===== src/rtl/muntjac_tl_host_arbiter.sv =====
// N-link TileLink host arbiter: merges host A channels onto one device link with
// burst locking, and steers device D beats back to hosts by source-ID match.

module muntjac_tl_host_arbiter_lane #(
  parameter int                     SourceWidth = 4,
  parameter logic [SourceWidth-1:0] Base        = '0,
  parameter logic [SourceWidth-1:0] Mask        = '0
) (
  input  logic                   grant,
  input  logic                   route,
  input  logic                   dev_a_ready,
  input  logic                   dev_d_valid,
  input  logic [SourceWidth-1:0] d_source,
  output logic                   d_match,
  output logic                   host_a_ready,
  output logic                   host_d_valid
);
  assign d_match      = (d_source & ~Mask) == (Base & ~Mask);
  assign host_a_ready = grant & dev_a_ready;
  assign host_d_valid = route & dev_d_valid;
endmodule

module muntjac_tl_host_arbiter #(
  parameter int NumLinks      = 4,
  parameter int SourceWidth   = 4,
  parameter int DataWidth     = 64,
  parameter int APayloadWidth = 128,
  parameter int DPayloadWidth = 72,
  parameter logic [NumLinks-1:0][SourceWidth-1:0] SourceBase = '0,
  parameter logic [NumLinks-1:0][SourceWidth-1:0] SourceMask = '0
) (
  input  logic                              clk_i,
  input  logic                              rst_ni,
  input  logic                              rr_mode_i,
  input  logic [NumLinks-1:0]               host_a_valid_i,
  output logic [NumLinks-1:0]               host_a_ready_o,
  input  logic [NumLinks*3-1:0]             host_a_opcode_i,
  input  logic [NumLinks*3-1:0]             host_a_size_i,
  input  logic [NumLinks*APayloadWidth-1:0] host_a_payload_i,
  output logic                              dev_a_valid_o,
  input  logic                              dev_a_ready_i,
  output logic [2:0]                        dev_a_opcode_o,
  output logic [2:0]                        dev_a_size_o,
  output logic [APayloadWidth-1:0]          dev_a_payload_o,
  input  logic                              dev_d_valid_i,
  output logic                              dev_d_ready_o,
  input  logic [2:0]                        dev_d_opcode_i,
  input  logic [2:0]                        dev_d_size_i,
  input  logic [SourceWidth-1:0]            dev_d_source_i,
  input  logic [DPayloadWidth-1:0]          dev_d_payload_i,
  output logic [NumLinks-1:0]               host_d_valid_o,
  input  logic [NumLinks-1:0]               host_d_ready_i,
  output logic [2:0]                        host_d_opcode_o,
  output logic [2:0]                        host_d_size_o,
  output logic [SourceWidth-1:0]            host_d_source_o,
  output logic [DPayloadWidth-1:0]          host_d_payload_o,
  output logic [NumLinks-1:0]               a_grant_o,
  output logic                              d_unmatched_o
);
  localparam int IdxW      = $clog2(NumLinks);
  localparam int DataBytes = DataWidth / 8;
  localparam int OffW      = $clog2(DataBytes);
  localparam int CntW      = 8;

  typedef enum logic {A_IDLE, A_LOCKED} a_state_e;
  typedef enum logic {D_IDLE, D_LOCKED} d_state_e;

  // Remaining beats after the first one; single-beat messages return 0.
  function automatic logic [CntW-1:0] beats_m1(input logic multi, input logic [2:0] size);
    int sz;
    sz = int'(size);
    if (multi && sz > OffW) return CntW'((1 << (sz - OffW)) - 1);
    return '0;
  endfunction

  logic [NumLinks-1:0][2:0]               a_opcode, a_size;
  logic [NumLinks-1:0][APayloadWidth-1:0] a_payload;
  assign a_opcode  = host_a_opcode_i;
  assign a_size    = host_a_size_i;
  assign a_payload = host_a_payload_i;

  a_state_e        a_state;
  logic [CntW-1:0] a_left;
  logic [IdxW-1:0] a_lock_idx, rr_ptr, start, pick_idx, gnt_idx;
  logic [IdxW:0]   cand;
  logic            pick_vld, gnt_any, a_locked, a_hs, a_multi;
  logic [CntW-1:0] a_first_left;

  // Scan from the highest offset down so the closest valid link to 'start' wins.
  always_comb begin
    start    = rr_mode_i ? rr_ptr : '0;
    pick_vld = 1'b0;
    pick_idx = '0;
    cand     = '0;
    for (int off = NumLinks - 1; off >= 0; off--) begin
      cand = {1'b0, start} + (IdxW+1)'(off);
      if (cand >= (IdxW+1)'(NumLinks)) cand = cand - (IdxW+1)'(NumLinks);
      if (host_a_valid_i[cand[IdxW-1:0]]) begin
        pick_vld = 1'b1;
        pick_idx = cand[IdxW-1:0];
      end
    end
  end

  assign a_locked        = (a_state == A_LOCKED);
  assign gnt_idx         = a_locked ? a_lock_idx : pick_idx;
  assign gnt_any         = a_locked | pick_vld;
  assign a_grant_o       = gnt_any ? (NumLinks'(1) << gnt_idx) : '0;
  assign dev_a_valid_o   = gnt_any & host_a_valid_i[gnt_idx];
  assign dev_a_opcode_o  = a_opcode[gnt_idx];
  assign dev_a_size_o    = a_size[gnt_idx];
  assign dev_a_payload_o = a_payload[gnt_idx];
  assign a_hs            = dev_a_valid_o & dev_a_ready_i;
  assign a_multi         = (dev_a_opcode_o == 3'd0) | (dev_a_opcode_o == 3'd1);
  assign a_first_left    = beats_m1(a_multi, dev_a_size_o);

  always_ff @(posedge clk_i or negedge rst_ni) begin
    if (!rst_ni) begin
      a_state    <= A_IDLE;
      a_left     <= '0;
      a_lock_idx <= '0;
      rr_ptr     <= '0;
    end else if (a_hs) begin
      case (a_state)
        A_IDLE: begin
          rr_ptr <= (pick_idx == IdxW'(NumLinks - 1)) ? '0 : pick_idx + IdxW'(1);
          if (a_first_left != '0) begin
            a_state    <= A_LOCKED;
            a_left     <= a_first_left;
            a_lock_idx <= pick_idx;
          end
        end
        A_LOCKED: begin
          a_left <= a_left - CntW'(1);
          if (a_left == CntW'(1)) a_state <= A_IDLE;
        end
      endcase
    end
  end

  d_state_e          d_state;
  logic [CntW-1:0]   d_left, d_first_left;
  logic [IdxW-1:0]   d_lock_idx, d_idx, route_idx;
  logic [NumLinks-1:0] d_match, route;
  logic              d_hit, d_locked, route_ok, d_hs, d_multi;

  always_comb begin
    d_idx = '0;
    for (int k = NumLinks - 1; k >= 0; k--)
      if (d_match[k]) d_idx = IdxW'(k);
  end

  assign d_hit        = |d_match;
  assign d_locked     = (d_state == D_LOCKED);
  assign route_idx    = d_locked ? d_lock_idx : d_idx;
  assign route_ok     = d_locked | d_hit;
  assign route        = route_ok ? (NumLinks'(1) << route_idx) : '0;
  // Unmatched beats are swallowed so a stray source cannot wedge the device.
  assign dev_d_ready_o = route_ok ? host_d_ready_i[route_idx] : 1'b1;
  assign d_hs         = dev_d_valid_i & dev_d_ready_o;
  assign d_multi      = (dev_d_opcode_i == 3'd1) | (dev_d_opcode_i == 3'd5);
  assign d_first_left = beats_m1(d_multi, dev_d_size_i);

  assign host_d_opcode_o  = dev_d_opcode_i;
  assign host_d_size_o    = dev_d_size_i;
  assign host_d_source_o  = dev_d_source_i;
  assign host_d_payload_o = dev_d_payload_i;

  always_ff @(posedge clk_i or negedge rst_ni) begin
    if (!rst_ni) begin
      d_state       <= D_IDLE;
      d_left        <= '0;
      d_lock_idx    <= '0;
      d_unmatched_o <= 1'b0;
    end else begin
      if (dev_d_valid_i && !route_ok) d_unmatched_o <= 1'b1;
      if (d_hs) begin
        case (d_state)
          D_IDLE: begin
            if (d_hit && d_first_left != '0) begin
              d_state    <= D_LOCKED;
              d_left     <= d_first_left;
              d_lock_idx <= d_idx;
            end
          end
          D_LOCKED: begin
            d_left <= d_left - CntW'(1);
            if (d_left == CntW'(1)) d_state <= D_IDLE;
          end
        endcase
      end
    end
  end

  for (genvar i = 0; i < NumLinks; i++) begin : g_lane
    muntjac_tl_host_arbiter_lane #(
      .SourceWidth (SourceWidth),
      .Base        (SourceBase[i]),
      .Mask        (SourceMask[i])
    ) u_lane (
      .grant        (a_grant_o[i]),
      .route        (route[i]),
      .dev_a_ready  (dev_a_ready_i),
      .dev_d_valid  (dev_d_valid_i),
      .d_source     (dev_d_source_i),
      .d_match      (d_match[i]),
      .host_a_ready (host_a_ready_o[i]),
      .host_d_valid (host_d_valid_o[i])
    );
  end
endmodule


===== config.mk =====
export PLATFORM = sky130hd
export DESIGN_NAME = muntjac_tl_host_arbiter
export DESIGN_NICKNAME = d
export VERILOG_FILES = /design/src/rtl/muntjac_tl_host_arbiter.sv
export SDC_FILE = /design/constraint.sdc
export NUM_CORES = 1
export LEC_CHECK = 0
export BUFFER_PORTS_ARGS = -buffer_cell sky130_fd_sc_hd__buf_2
export CAP_MARGIN = 40
export CORE_AREA = 2 2 331 333
export DETAILED_ROUTE_END_ITERATION = 10
export DIE_AREA = 0 0 333 335
export HOLD_SLACK_MARGIN = 0.1
export PLACE_DENSITY = 0.31
export SLEW_MARGIN = 20
export SYNTH_ARGS = -nofsm -noshare
export SYNTH_HDL_FRONTEND = slang
export SYNTH_SLANG_ARGS = --single-unit

===== constraint.sdc =====
create_clock -name clk_i -period 8.52 [get_ports clk_i]
set_input_delay 0.852 -clock clk_i [delete_from_list [all_inputs] [get_ports clk_i]]
set_output_delay 0.852 -clock clk_i [all_outputs]
set_load 0.05 [all_outputs]

==> out/results.txt <==
parity-gate share of the synthesized area counting xor and xnor cells - 0.00245
CTS tree - built
highest attainable clock frequency - 0.170 GHz
register bit count reported by yosys - 23
startpoint class of the critical path - input pin
die outline height - 335 um
clock root buffer - sky130_fd_sc_hd__clkbuf_16
number of I/O port buffers - 709
simple-gate area share of the yosys netlist - 0.495
multiplexer share of the synthesized area - 0.0175
proportion of netlist area held by the largest area contributor - 0.283
hold_buf cts - 0
most used flip-flop cell after synthesis - sky130_fd_sc_hd__dfrtp_1
layout overhead on the synthesized area - 63.2%
Yosys top cell by area - sky130_fd_sc_hd__nand2_1
Core Region - 108000 um2
VDD IR max - 0.184 mV
crit end category - primary output
source-to-sink clock delay at the later pin of the worst-skew pair - 0.26 ns
largest fanout of any net on the critical path - 62
critical path class - input pin to primary output
number of ports placed on the die boundary - 862
routed length per placed instance - 20.6 um
clock period minus final worst setup slack - 5.87 ns
sequential area share after synthesis - 0.0804
pins over their slew limit - 0
number of instances resized during post-cts repair - 0
Max-slew headroom - 0.429
Post-synth EDFFs - 0
ratio of final minimum period to clock period - 0.689
Final Skew - 0.00110 ns
Cell Count, Final, Fillers Out - 3255
Worst-path clk slew - 0.06 ns
number of failing setup endpoints in the final timing report - 0
share of post-route cells with drive strength above 1 - 0.413
adder-cell area share of the yosys netlist - 0.0175
total number of nets in the final design - 2473
antenna-violating nets left - 0
maximum number of pins on one net before global-route repair - 119
proportion of power drawn by the clock network - 0.020
Initial DRC Count - 636
maximum number of buffers from clock root to sink - 2
Unique masters post-synth - 68
first-pass detailed-route iteration total - 5
via density per instance - 3.42
final hold violations - 0
Int Pwr - 1.41 mW
buffer count from post-CTS setup fixing - 0
post-synthesis area per instance - 5.52 um2
Finished Core Util - 0.108
number of remaining DRC errors - 0
leakage power total - 5.83 nW
total wirelength of the detailed-routed design - 67100 um
Inst Count DP - 3240
DR vias - 11100
TNS Setup - 0 ns
Combinational Power Share - 0.945
Final GP Congestion - 0.837
die width - 333 um
starting density of the core - 0.0663
Worst-Margin Slew - 0.857 ns
power density of the placed cells - 448 nW/um2
switching component of the power - 3.82 mW
WP data arrival - 5.02 ns
main area contributors after synthesis - sky130_fd_sc_hd__nand2_1 28%, sky130_fd_sc_hd__a31oi_1 12%, sky130_fd_sc_hd__and3_1 12%
global-route wire length before repair - 88100 um
post-detail-place hpwl - 58300 um
Synth Instances - 1297
area of the die - 112000 um2
MaxCap Viol Count - 0
sequential share of power - 0.035
via count of the first global-routing pass - 10800
H-Tree Depth - 1
path type of the worst min-delay path - flop to flop
unrepaired setup endpoints after global routing - no
ys async rst share - 1.00
standard-cell row count - 121
Switching Fraction - 0.730
number of warnings issued by yosys - 0
global route overflow - 0
initial antenna violation count - 31
# clock sinks - 23
Synth Area in Compound Gates - 0.219
largest family of logic cells by synthesized area - simple AND/OR/NAND/NOR gates
cell area after synthesis - 7160 um2
Inserted Clock Buffers - 3
outcome - finished, final reports clean
gr usage total - 0.112
required arrival time at the worst endpoint - 7.67 ns
## path summary, 6_finish.rpt
kind                                             to  slack, ns         startpoint  depth (start not counted)
worst max register to register            a_left[6]       3.02          rr_ptr[0]                         15
min in group asynchronous             d_unmatched_o       0.59             rst_ni                          1
worst min register to register        d_unmatched_o       0.46      d_unmatched_o                          1
max in group asynchronous                 a_left[2]       7.53             rst_ni                          1
worst min-delay path                  d_unmatched_o       0.46      d_unmatched_o                          1
worst max-delay path            dev_a_payload_o[58]       2.65  host_a_valid_i[3]                         12
## registers in the layout (all words and copies together) (netlist names)
| register | flops |
|---|---|
| a_locked | 1 |
| a_left | 8 |
| a_lock_idx | 2 |
| d_unmatched_o | 1 |
| d_left | 8 |
| d_locked | 1 |
| rr_ptr | 2 |
## critical path: stages
cell and delay (ns):
sky130_fd_sc_hd__buf_2 0.17, sky130_fd_sc_hd__mux2_4 0.27, sky130_fd_sc_hd__a311o_1 0.37, sky130_fd_sc_hd__a2111o_1 0.53, sky130_fd_sc_hd__nand2_8 0.37, sky130_fd_sc_hd__buf_4 0.66
sky130_fd_sc_hd__buf_4 0.46, sky130_fd_sc_hd__buf_16 0.27, sky130_fd_sc_hd__nand2_1 0.09, sky130_fd_sc_hd__and3_1 0.19, sky130_fd_sc_hd__a31oi_1 0.26, sky130_fd_sc_hd__buf_2 0.34
## area by class of cell
type                       count  area, um2
antenna                       10       25.0
timing repair buffer         726       3750
multi-input combinational   1058       5420
clock inverter                 1       5.00
sequential                    23        576
clock buffer                   3       75.1
tap                         1414       1770
fill                       13000      96400
inverter                      20       75.1
## cells in the final DEF (no fill, tap or decap), types with 6 or more instances in the layout
cell type / n
sky130_fd_sc_hd__and2_1: 6
sky130_fd_sc_hd__a21o_1: 6
sky130_fd_sc_hd__nand3_1: 24
sky130_fd_sc_hd__a31oi_1: 137
sky130_fd_sc_hd__a21oi_1: 22
sky130_fd_sc_hd__nor3_1: 19
sky130_fd_sc_hd__o21ai_0: 30
sky130_fd_sc_hd__buf_4: 13
sky130_fd_sc_hd__nand2_1: 540
sky130_fd_sc_hd__o22ai_1: 8
sky130_fd_sc_hd__nand2b_1: 6
sky130_fd_sc_hd__buf_2: 709
sky130_fd_sc_hd__inv_1: 20
sky130_fd_sc_hd__nor2b_1: 8
sky130_fd_sc_hd__dfrtp_1: 23
sky130_fd_sc_hd__nor2_1: 28
sky130_fd_sc_hd__ha_1: 10
sky130_fd_sc_hd__o211ai_1: 6
sky130_fd_sc_hd__diode_2: 10
sky130_fd_sc_hd__and3_1: 134
## per-layer routing
layer  wire (um)  GRT usage
met3        8770     0.0599
met5         126    0.00391
met4        1820     0.0273
met2       28600      0.168
met1       27800      0.138
## through the flow
step / hold slack, ns / worst slack [ns] / cell area (um2) / total power [mW]
2_1_floorplan: 0.450 / 3.36 / 7170 / 3.83
3_3_place_gp: 0.448 / 2.21 / 11500 / 5.17
3_5_place_dp: 0.452 / 2.53 / 11600 / 5.16
4_1_cts: 0.470 / 2.67 / 11600 / 5.29
5_1_grt: 0.504 / 2.38 / 11700 / 5.62
6_report: 0.461 / 2.65 / 11700 / 5.24
## cells by family (layout without fill, tap and decap cells)
logic type                 after synthesis  in the layout
DFF                                     23             23
xor gates and xnor gates                 2              2
adders and majority gates               10             10
and+or+nand+nor                        795            795
buffers and inverters                  218            750
other                                    1             13
muxes                                    9              9
AOI/OAI and AO/OA                      239            239
## cells in the mapped netlist (6+ instances only)
cell,count
sky130_fd_sc_hd__o22ai_1,8
sky130_fd_sc_hd__nor2_1,30
sky130_fd_sc_hd__o21ai_0,30
sky130_fd_sc_hd__a21o_1,6
sky130_fd_sc_hd__a21oi_1,22
sky130_fd_sc_hd__dfrtp_1,23
sky130_fd_sc_hd__nand3_1,24
sky130_fd_sc_hd__o211ai_1,6
sky130_fd_sc_hd__ha_1,10
sky130_fd_sc_hd__and2_1,6
sky130_fd_sc_hd__clkbuf_1,85
sky130_fd_sc_hd__buf_4,95
sky130_fd_sc_hd__inv_1,20
sky130_fd_sc_hd__and3_1,134
sky130_fd_sc_hd__buf_1,11
sky130_fd_sc_hd__nor3_1,19
sky130_fd_sc_hd__nand2_1,540
sky130_fd_sc_hd__nor2b_1,8
sky130_fd_sc_hd__nand2b_1,6
sky130_fd_sc_hd__a31oi_1,137
## power by group through the flow
| stage | clock (mW) | sequential, mW | combinational (mW) |
|---|---|---|---|
| after floorplan | 0 | 0.168 | 3.67 |
| after CTS | 0.111 | 0.183 | 5.00 |
| after global routing | 0.116 | 0.190 | 5.32 |
| final | 0.105 | 0.183 | 4.95 |
| after detailed placement | 0 | 0.185 | 4.98 |
| after global placement | 0 | 0.186 | 4.98 |
(Power assumes the default switching activity.)
